===== config.mk =====
export PLATFORM = sky130hd
export DESIGN_NAME = datapath_sequencer_flat
export DESIGN_NICKNAME = d
export VERILOG_FILES = /design/src/rtl/datapath_sequencer_pkg.sv /design/src/rtl/datapath_sequencer_if.sv /design/src/rtl/datapath_sequencer_decode.sv /design/src/rtl/datapath_sequencer.sv /design/src/flat_wrapper.sv
export SDC_FILE = /design/constraint.sdc
export NUM_CORES = 1
export LEC_CHECK = 0
export BUFFER_PORTS_ARGS = -buffer_cell sky130_fd_sc_hd__clkbuf_2
export CORE_UTILIZATION = 44
export CTS_CLUSTER_SIZE = 30
export DETAILED_ROUTE_END_ITERATION = 8
export PLACE_DENSITY = 0.86
export SLEW_MARGIN = 30
export SYNTH_ARGS = -nofsm -noshare
export SYNTH_HDL_FRONTEND = slang
export SYNTH_SLANG_ARGS = --single-unit

===== constraint.sdc =====
create_clock -name clock -period 6.55 [get_ports clock]
set_input_delay 0.655 -clock clock [delete_from_list [all_inputs] [get_ports clock]]
set_output_delay 0.655 -clock clock [all_outputs]
set_load 0.03 [all_outputs]

===== src/rtl/datapath_sequencer_pkg.sv =====
// Shared definitions for the LEGv8 datapath sequencer.
// Holds the FSM state encoding, the decoded instruction classes, the
// opcode constants recognised by the decoder, the ALU function-select
// encodings and the memory wait limit.
package datapath_sequencer_pkg;

  localparam int INSTR_W = 32;
  localparam int CONST_W = 64;

  typedef enum logic [1:0] {
    IDLE   = 2'd0,
    DECODE = 2'd1,
    EXEC   = 2'd2,
    MEM    = 2'd3
  } state_e;

  typedef enum logic [2:0] {
    CLS_ILLEGAL = 3'd0,
    CLS_RTYPE   = 3'd1,
    CLS_ITYPE   = 3'd2,
    CLS_LOAD    = 3'd3,
    CLS_STORE   = 3'd4
  } class_e;

  // 11-bit opcodes, instr[31:21]
  localparam logic [10:0] OP_ADD  = 11'b10001011000;
  localparam logic [10:0] OP_SUB  = 11'b11001011000;
  localparam logic [10:0] OP_AND  = 11'b10001010000;
  localparam logic [10:0] OP_ORR  = 11'b10101010000;
  localparam logic [10:0] OP_ADDS = 11'b10101011000;
  localparam logic [10:0] OP_SUBS = 11'b11101011000;
  localparam logic [10:0] OP_LDUR = 11'b11111000010;
  localparam logic [10:0] OP_STUR = 11'b11111000000;

  // 10-bit opcodes, instr[31:22]
  localparam logic [9:0]  OP_ADDI = 10'b1001000100;
  localparam logic [9:0]  OP_SUBI = 10'b1101000100;

  // ALU function selects
  localparam logic [4:0]  FS_AND = 5'b00000;
  localparam logic [4:0]  FS_ORR = 5'b00100;
  localparam logic [4:0]  FS_ADD = 5'b01000;
  localparam logic [4:0]  FS_SUB = 5'b01001;

  // Memory wait count at which an outstanding request is abandoned
  localparam logic [3:0]  WAIT_MAX = 4'd15;

endpackage


===== src/rtl/datapath_sequencer_if.sv =====
// Bundle of the sequencer's instruction handshake, memory handshake and
// datapath control signals.
//   master : the sequencer (drives instr_ready, memory request, controls)
//   slave  : the environment (drives instruction, status, mem_ack)
interface datapath_sequencer_if;
  import datapath_sequencer_pkg::*;

  logic               instr_valid;
  logic               instr_ready;
  logic [INSTR_W-1:0] instr;
  logic [3:0]         status;
  logic               mem_req;
  logic               mem_we;
  logic               mem_ack;
  logic [4:0]         DA;
  logic [4:0]         SA;
  logic [4:0]         SB;
  logic               W;
  logic [4:0]         FS;
  logic               C0;
  logic               Bsel;
  logic               EN_ALU;
  logic               EN_B;
  logic               EN_ADDR_ALU;
  logic [CONST_W-1:0] constant;
  logic [3:0]         flags;
  logic               done;
  logic               fault;

  modport master (
    input  instr_valid, instr, status, mem_ack,
    output instr_ready, mem_req, mem_we, DA, SA, SB, W, FS, C0, Bsel,
           EN_ALU, EN_B, EN_ADDR_ALU, constant, flags, done, fault
  );

  modport slave (
    output instr_valid, instr, status, mem_ack,
    input  instr_ready, mem_req, mem_we, DA, SA, SB, W, FS, C0, Bsel,
           EN_ALU, EN_B, EN_ADDR_ALU, constant, flags, done, fault
  );

endinterface


===== src/rtl/datapath_sequencer_decode.sv =====
// legv8_decode: purely combinational LEGv8 instruction classifier.
//   instr_i     : latched instruction word
//   cls_o       : R-type / I-type / load / store / illegal
//   fs_o, c0_o  : ALU function select and carry-in
//   bsel_o      : 1 selects constant_o as ALU operand B
//   set_flags_o : instruction updates NZCV (ADDS/SUBS)
//   constant_o  : zero-extended imm12 (I-type) or sign-extended imm9 (D-type)
module legv8_decode
  import datapath_sequencer_pkg::*;
(
  input  logic [INSTR_W-1:0] instr_i,
  output class_e             cls_o,
  output logic [4:0]         fs_o,
  output logic               c0_o,
  output logic               bsel_o,
  output logic               set_flags_o,
  output logic [CONST_W-1:0] constant_o
);

  logic [10:0] op11;
  logic [9:0]  op10;
  logic        unused_reg_fields;

  assign op11 = instr_i[31:21];
  assign op10 = instr_i[31:22];
  // Register fields are routed by the sequencer, not the decoder
  assign unused_reg_fields = ^instr_i[9:0];

  always_comb begin
    cls_o       = CLS_ILLEGAL;
    fs_o        = FS_AND;
    c0_o        = 1'b0;
    bsel_o      = 1'b0;
    set_flags_o = 1'b0;
    constant_o  = '0;
    case (op11)
      OP_ADD:  begin cls_o = CLS_RTYPE; fs_o = FS_ADD; end
      OP_SUB:  begin cls_o = CLS_RTYPE; fs_o = FS_SUB; c0_o = 1'b1; end
      OP_AND:  begin cls_o = CLS_RTYPE; fs_o = FS_AND; end
      OP_ORR:  begin cls_o = CLS_RTYPE; fs_o = FS_ORR; end
      OP_ADDS: begin cls_o = CLS_RTYPE; fs_o = FS_ADD; set_flags_o = 1'b1; end
      OP_SUBS: begin
        cls_o = CLS_RTYPE; fs_o = FS_SUB; c0_o = 1'b1; set_flags_o = 1'b1;
      end
      OP_LDUR, OP_STUR: begin
        cls_o      = (op11 == OP_LDUR) ? CLS_LOAD : CLS_STORE;
        fs_o       = FS_ADD;
        bsel_o     = 1'b1;
        constant_o = {{(CONST_W-9){instr_i[20]}}, instr_i[20:12]};
      end
      default: begin
        // I-type opcodes are only 10 bits wide, so check them last
        if (op10 == OP_ADDI || op10 == OP_SUBI) begin
          cls_o      = CLS_ITYPE;
          fs_o       = (op10 == OP_ADDI) ? FS_ADD : FS_SUB;
          c0_o       = (op10 == OP_SUBI);
          bsel_o     = 1'b1;
          constant_o = {{(CONST_W-12){1'b0}}, instr_i[21:10]};
        end
      end
    endcase
  end

endmodule


===== src/rtl/datapath_sequencer.sv =====
// datapath_sequencer: four-state LEGv8 control sequencer.
//   clock : rising-edge clock
//   reset : asynchronous active-high reset
//   bus   : instruction handshake, memory handshake, datapath controls,
//           registered NZCV flags and done/fault pulses
// Controls are Moore outputs of the registered state and latched
// instruction; only done and the load write-enable follow mem_ack.
module datapath_sequencer
  import datapath_sequencer_pkg::*;
(
  input  logic                 clock,
  input  logic                 reset,
  datapath_sequencer_if.master bus
);

  state_e             state_q, state_d;
  logic [INSTR_W-1:0] instr_q;
  logic [3:0]         flags_q;
  logic [3:0]         wait_q, wait_d;
  logic               timeout;

  class_e             dec_cls;
  logic [4:0]         dec_fs;
  logic               dec_c0;
  logic               dec_bsel;
  logic               dec_set_flags;
  logic [CONST_W-1:0] dec_const;

  legv8_decode u_decode (
    .instr_i     (instr_q),
    .cls_o       (dec_cls),
    .fs_o        (dec_fs),
    .c0_o        (dec_c0),
    .bsel_o      (dec_bsel),
    .set_flags_o (dec_set_flags),
    .constant_o  (dec_const)
  );

  // Once the wait count saturates the request is abandoned this cycle
  assign timeout   = (wait_q == WAIT_MAX);
  assign bus.flags = flags_q;

  always_ff @(posedge clock or posedge reset) begin
    if (reset) begin
      state_q <= IDLE;
      instr_q <= '0;
      flags_q <= '0;
      wait_q  <= '0;
    end else begin
      state_q <= state_d;
      wait_q  <= wait_d;
      if (state_q == IDLE && bus.instr_valid) instr_q <= bus.instr;
      if (state_q == EXEC && dec_set_flags)   flags_q <= bus.status;
    end
  end

  always_comb begin
    state_d = state_q;
    wait_d  = wait_q;
    case (state_q)
      IDLE:   if (bus.instr_valid) state_d = DECODE;
      DECODE: begin
        case (dec_cls)
          CLS_RTYPE, CLS_ITYPE: state_d = EXEC;
          CLS_LOAD, CLS_STORE: begin
            state_d = MEM;
            wait_d  = '0;
          end
          default: state_d = IDLE;
        endcase
      end
      EXEC:   state_d = IDLE;
      MEM: begin
        if (timeout || bus.mem_ack) state_d = IDLE;
        else                        wait_d  = wait_q + 4'd1;
      end
      default: state_d = IDLE;
    endcase
  end

  always_comb begin
    bus.instr_ready = 1'b0;
    bus.mem_req     = 1'b0;
    bus.mem_we      = 1'b0;
    bus.DA          = '0;
    bus.SA          = '0;
    bus.SB          = '0;
    bus.W           = 1'b0;
    bus.FS          = FS_AND;
    bus.C0          = 1'b0;
    bus.Bsel        = 1'b0;
    bus.EN_ALU      = 1'b0;
    bus.EN_B        = 1'b0;
    bus.EN_ADDR_ALU = 1'b0;
    bus.constant    = '0;
    bus.done        = 1'b0;
    bus.fault       = 1'b0;
    case (state_q)
      IDLE:   bus.instr_ready = 1'b1;
      DECODE: bus.fault = (dec_cls == CLS_ILLEGAL);
      EXEC: begin
        bus.SA       = instr_q[9:5];
        bus.SB       = instr_q[20:16];
        bus.DA       = instr_q[4:0];
        bus.W        = 1'b1;
        bus.EN_ALU   = 1'b1;
        bus.done     = 1'b1;
        bus.FS       = dec_fs;
        bus.C0       = dec_c0;
        bus.Bsel     = dec_bsel;
        bus.constant = dec_const;
      end
      MEM: begin
        if (timeout) begin
          bus.fault = 1'b1;
        end else begin
          bus.SA          = instr_q[9:5];
          bus.Bsel        = dec_bsel;
          bus.constant    = dec_const;
          bus.FS          = dec_fs;
          bus.C0          = dec_c0;
          bus.EN_ADDR_ALU = 1'b1;
          bus.mem_req     = 1'b1;
          bus.done        = bus.mem_ack;
          if (dec_cls == CLS_STORE) begin
            bus.mem_we = 1'b1;
            bus.SB     = instr_q[4:0];
            bus.EN_B   = 1'b1;
          end else begin
            // Load data is written back only when memory returns it
            bus.DA = instr_q[4:0];
            bus.W  = bus.mem_ack;
          end
        end
      end
      default: ;
    endcase
  end

endmodule


===== src/flat_wrapper.sv =====
// flat-port wrapper written by rule: the top's interface ports become plain ports
module datapath_sequencer_flat import datapath_sequencer_pkg::*;
  (clock, reset, bus_instr_valid, bus_instr, bus_status, bus_mem_ack, bus_instr_ready, bus_mem_req, bus_mem_we, bus_DA, bus_SA, bus_SB, bus_W, bus_FS, bus_C0, bus_Bsel, bus_EN_ALU, bus_EN_B, bus_EN_ADDR_ALU, bus_constant, bus_flags, bus_done, bus_fault);
  datapath_sequencer_if bus_i ();
  input  logic clock;
  input  logic reset;
  input wire logic [$bits(bus_i.instr_valid)-1:0] bus_instr_valid;
  input wire logic [$bits(bus_i.instr)-1:0] bus_instr;
  input wire logic [$bits(bus_i.status)-1:0] bus_status;
  input wire logic [$bits(bus_i.mem_ack)-1:0] bus_mem_ack;
  output wire logic [$bits(bus_i.instr_ready)-1:0] bus_instr_ready;
  output wire logic [$bits(bus_i.mem_req)-1:0] bus_mem_req;
  output wire logic [$bits(bus_i.mem_we)-1:0] bus_mem_we;
  output wire logic [$bits(bus_i.DA)-1:0] bus_DA;
  output wire logic [$bits(bus_i.SA)-1:0] bus_SA;
  output wire logic [$bits(bus_i.SB)-1:0] bus_SB;
  output wire logic [$bits(bus_i.W)-1:0] bus_W;
  output wire logic [$bits(bus_i.FS)-1:0] bus_FS;
  output wire logic [$bits(bus_i.C0)-1:0] bus_C0;
  output wire logic [$bits(bus_i.Bsel)-1:0] bus_Bsel;
  output wire logic [$bits(bus_i.EN_ALU)-1:0] bus_EN_ALU;
  output wire logic [$bits(bus_i.EN_B)-1:0] bus_EN_B;
  output wire logic [$bits(bus_i.EN_ADDR_ALU)-1:0] bus_EN_ADDR_ALU;
  output wire logic [$bits(bus_i.constant)-1:0] bus_constant;
  output wire logic [$bits(bus_i.flags)-1:0] bus_flags;
  output wire logic [$bits(bus_i.done)-1:0] bus_done;
  output wire logic [$bits(bus_i.fault)-1:0] bus_fault;
  assign bus_i.instr_valid = bus_instr_valid;
  assign bus_i.instr = bus_instr;
  assign bus_i.status = bus_status;
  assign bus_i.mem_ack = bus_mem_ack;
  assign bus_instr_ready = bus_i.instr_ready;
  assign bus_mem_req = bus_i.mem_req;
  assign bus_mem_we = bus_i.mem_we;
  assign bus_DA = bus_i.DA;
  assign bus_SA = bus_i.SA;
  assign bus_SB = bus_i.SB;
  assign bus_W = bus_i.W;
  assign bus_FS = bus_i.FS;
  assign bus_C0 = bus_i.C0;
  assign bus_Bsel = bus_i.Bsel;
  assign bus_EN_ALU = bus_i.EN_ALU;
  assign bus_EN_B = bus_i.EN_B;
  assign bus_EN_ADDR_ALU = bus_i.EN_ADDR_ALU;
  assign bus_constant = bus_i.constant;
  assign bus_flags = bus_i.flags;
  assign bus_done = bus_i.done;
  assign bus_fault = bus_i.fault;
  datapath_sequencer u_core (.clock(clock), .reset(reset), .bus(bus_i));
endmodule

==> impl_summary.md <==
STA
In the final timing run, aggregate negative setup slack is 0 ps. The worst hold margin is 462 ps. The clock period minus final worst setup slack is 3050 ps.

In the finished design, the share of the clock period the worst path needs comes to 0.466. Measured against its own limit, the worst slew margin works out to 0.482. The count of endpoints failing hold in the final timing report is 0. On the final layout, the worst clock skew is 9.22 ps. The final number of setup-violating endpoints is 0. Setup repair after global routing left no endpoint under its margin. Based on the critical path, the design can be clocked at up to 328 MHz.

The final-report max-slew violation count is 0. The transition time at the pin with the least slew margin is 758 ps. The setup slack of the critical path after layout is 3500 ps.

Placement
The HPWL after detailed placement is 4140 microns. The count of buffers added on input and output ports is 136. At the end of routability-driven placement, the weighted congestion stood at 0.843. The post-place setup slack is 3830 ps. Once placement completed, the tool counted placed cells totaling 387.

Global routing
The via count of the first global-routing pass was 1987. The total overflow left after global routing is 0. The initial antenna violation count was 0. The total track usage is 0.199.

The largest net degree at the start of global routing is 53. The first global-routing pass estimated 9430 microns of wire.

Die
The overall die height is 78.5 microns. From left edge to right edge, the die measures 78.5 microns. The initial utilization of the core area, before any placement, comes to 0.462.

The number of placed I/O pins is 139. In this run the core area contains 27 standard-cell rows. The area of the die is 0.00616 sq mm. After floorplanning, the core was sized to cover 0.00557 sq mm.

Drt
Dividing the detail-routed via count by the number of cells gives 5.23. Wires add up to 5670 microns. The detail route stage leaves a number of antenna-violating nets equal to 0. For this block, the initial DRC count from the detailed router was 93. After detailed routing, the number of remaining DRC violations is 0. Detailed routing inserted a total of 2064 vias. For this run, the detailed router's first-pass iteration total came to 4. The average wire per cell in the routed design is 14.3 microns.

Synthesis
The distinct cell type count after synthesis is 43. The proportion of synthesized chip area in sequential cells is 0.408. The cell type with the highest aggregate area in the netlist is sky130_fd_sc_hd__dfrtp_1. The post-synthesis cell area is 0.00257 sq mm. Of the post-synthesis cell area, the dominant cell type holds 0.408. The number of instances in the synthesized netlist is 241.

Yosys attributes the largest share of cell area to sky130_fd_sc_hd__dfrtp_1, sky130_fd_sc_hd__buf_4, sky130_fd_sc_hd__mux2_2. The post-synthesis area per instance is 10.7 sq um. The number of storage elements in the synthesis netlist is 42. The Yosys step of the flow raised 0 warnings.

Power
The highest ir drop seen on vdd is 130 uV. Dividing total power by cell area gives a power density of 194 mW/mm^2. The leakage power summed over all cells is 1.60 nW.

Cells and area
The area growth from synthesis to layout is 16.8%. Excluding fillers, the count of instances in the completed layout stands at 395. The most common library cell in the layout ignoring fill and taps is sky130_fd_sc_hd__clkbuf_2.

The library cells used most frequently in the layout, excluding fill and tap cells, are sky130_fd_sc_hd__clkbuf_2, sky130_fd_sc_hd__dfrtp_1, sky130_fd_sc_hd__mux2_2. The number of antenna diodes in the final layout is 0. The number of nets in the layout is 363. Of the cells placed in the final design, the portion with a size suffix greater than 1 is 0.585.

CTS
The deepest clock path buffer count is 2. The buffers inserted during post-CTS setup optimization is 0. The H-tree was split into 2 levels. TritonCTS built the clock tree. The cell sitting at the root of the clock tree is a sky130_fd_sc_hd__clkbuf_8.

Gates resized during post-CTS repair numbered 0. Clock-pin slew was measured on the worst setup and hold paths at 90 ps. The number of sinks handled by clock tree synthesis is 42. The number of clock buffers added by TritonCTS is 5. The number of hold buffers added after CTS was 0. At the later pin of the worst-skew pair, clock insertion delay measures 300 ps.

Critical path
Along the worst path, the maximum fanout reaches 8. The required time of the worst setup path is 5890 ps. The launch point of the worst path is u_core.wait_q[0]. The reg-to-reg critical path startpoint is u_core.state_q[1]. The setup path with the least slack is of type reg2out. The depth of the worst register-to-register path is 4. The largest individual stage delay along the critical path comes from the cell sky130_fd_sc_hd__dfrtp_1. The worst setup path is launched from a flip-flop. For the worst setup path, the data arrival time is 2400 ps. The delay contributed by the slowest stage of the critical path is 400 ps. The worst path buffer plus inverter count is 1. The terminus of the critical flop-to-flop path is u_core.bus.flags[2]. STA classifies the critical path endpoint as a primary output. The critical path goes through ha_1 -> nand4_1 -> and2_1 -> and2_0 -> a22o_1 -> clkbuf_2. The setup check on the worst reg-to-reg path leaves a slack of 4440 ps. Broken down by cell family, the worst path's largest delay share belongs to simple AND/OR/NAND/NOR gates.

Job
The tool flagged a number of max-cap violations equal to 0.

Worst hold path
The path type of the worst min-delay path is in2async.

Status
The flow ran to the end, and the final reports show no timing, DRC or antenna violations.
-- power by group --
part,leakage (nW),internal [W],switching [W]
logic,1.04,0.0000462,0.0000348
registers,0.509,0.000292,0.0000322
clock network,0.0472,0.0000848,0.0000923
total,1.60,0.000423,0.000159
-- flip-flops by register name (all words and copies together) (netlist names) --
register / flops
u_core.instr_q: 32
u_core.bus.flags: 4
u_core.wait_q: 4
u_core.state_q: 2
-- worst max path at each step --
stage                            to  slack (ps)  depth (start not counted)
floorplan                     bus_W        3330                          6
global placement    bus_constant[0]        3880                          6
detailed placement  bus_constant[3]        3830                          6
CTS                 bus_constant[3]        3480                          6
global route        bus_constant[3]        3280                          6
finish              bus_constant[3]        3500                          6
-- routing by layer --
layer	wire length [microns]	global-route usage	vias to the layer above
met5	0	0	-
met4	82	0.0741	0
met3	396	0.0535	8
met2	2810	0.345	103
met1	2370	0.234	1003
li1	-	-	950
-- per-stage QoR --
stage / utilization / total power [W] / instance area [sq um]
after CTS: 0.539 / 0.000590 / 3010
after global placement: 0.522 / 0.000405 / 2910
after global routing: 0.539 / 0.000612 / 3010
after floorplan: - / 0.000379 / 2580
final: 0.539 / 0.000583 / 3010
after detailed placement: 0.522 / 0.000411 / 2910
-- worst register-to-register path: stages (launching register included) --
cell and delay (ps):
sky130_fd_sc_hd__dfrtp_1 590, sky130_fd_sc_hd__nor2b_1 680, sky130_fd_sc_hd__nand2_1 200, sky130_fd_sc_hd__nor2_4 190
sky130_fd_sc_hd__mux2_2 350
-- logic make-up after synthesis --
kind of cell | synth area share
xor gates and xnor gates | 0.00681
AOI/OAI and AO/OA | 0.0754
DFF | 0.408
muxes | 0.153
and+or+nand+nor | 0.168
adders and majority gates | 0.00486
other | 0.00146
buffers and inverters | 0.182
-- layout make-up --
type,count,area (sq um)
fillers,502,2570
flip-flops and latches,42,1050
repair buffers,139,703
multi-input cells,132,1060
inverters,2,7.51
clock inverters,2,12.5
well taps,72,90.1
clock buffers,6,82.6
-- Yosys cell counts --
cell type,instances
sky130_fd_sc_hd__buf_4,55
sky130_fd_sc_hd__dfrtp_1,42
sky130_fd_sc_hd__mux2_2,35
sky130_fd_sc_hd__a22o_1,13
sky130_fd_sc_hd__and3_1,11
sky130_fd_sc_hd__nand2_1,9
sky130_fd_sc_hd__and2_1,8
sky130_fd_sc_hd__nor2_1,7
sky130_fd_sc_hd__clkbuf_1,6
sky130_fd_sc_hd__a21oi_1,5
sky130_fd_sc_hd__nand2b_1,5
sky130_fd_sc_hd__buf_2,4
sky130_fd_sc_hd__o21ai_0,3
sky130_fd_sc_hd__inv_1,2
sky130_fd_sc_hd__nand3_1,2
sky130_fd_sc_hd__nand3b_1,2
sky130_fd_sc_hd__nand4_1,2
sky130_fd_sc_hd__nor3_1,2
sky130_fd_sc_hd__nor4_1,2
sky130_fd_sc_hd__or3_1,2
sky130_fd_sc_hd__xnor2_1,2
sky130_fd_sc_hd__a2111oi_0,1
sky130_fd_sc_hd__a21boi_0,1
sky130_fd_sc_hd__a21o_1,1
sky130_fd_sc_hd__a41oi_1,1
sky130_fd_sc_hd__and2_0,1
sky130_fd_sc_hd__and3b_1,1
sky130_fd_sc_hd__and4_1,1
sky130_fd_sc_hd__and4b_1,1
sky130_fd_sc_hd__and4bb_2,1
sky130_fd_sc_hd__clkbuf_2,1
sky130_fd_sc_hd__conb_1,1
sky130_fd_sc_hd__ha_1,1
sky130_fd_sc_hd__nor2_4,1
sky130_fd_sc_hd__nor2b_1,1
sky130_fd_sc_hd__nor3b_1,1
sky130_fd_sc_hd__nor4b_1,1
sky130_fd_sc_hd__nor4b_2,1
sky130_fd_sc_hd__nor4b_4,1
sky130_fd_sc_hd__o31ai_1,1
sky130_fd_sc_hd__or2_2,1
sky130_fd_sc_hd__or3_4,1
sky130_fd_sc_hd__or4b_4,1
(Power assumes the default switching activity.)
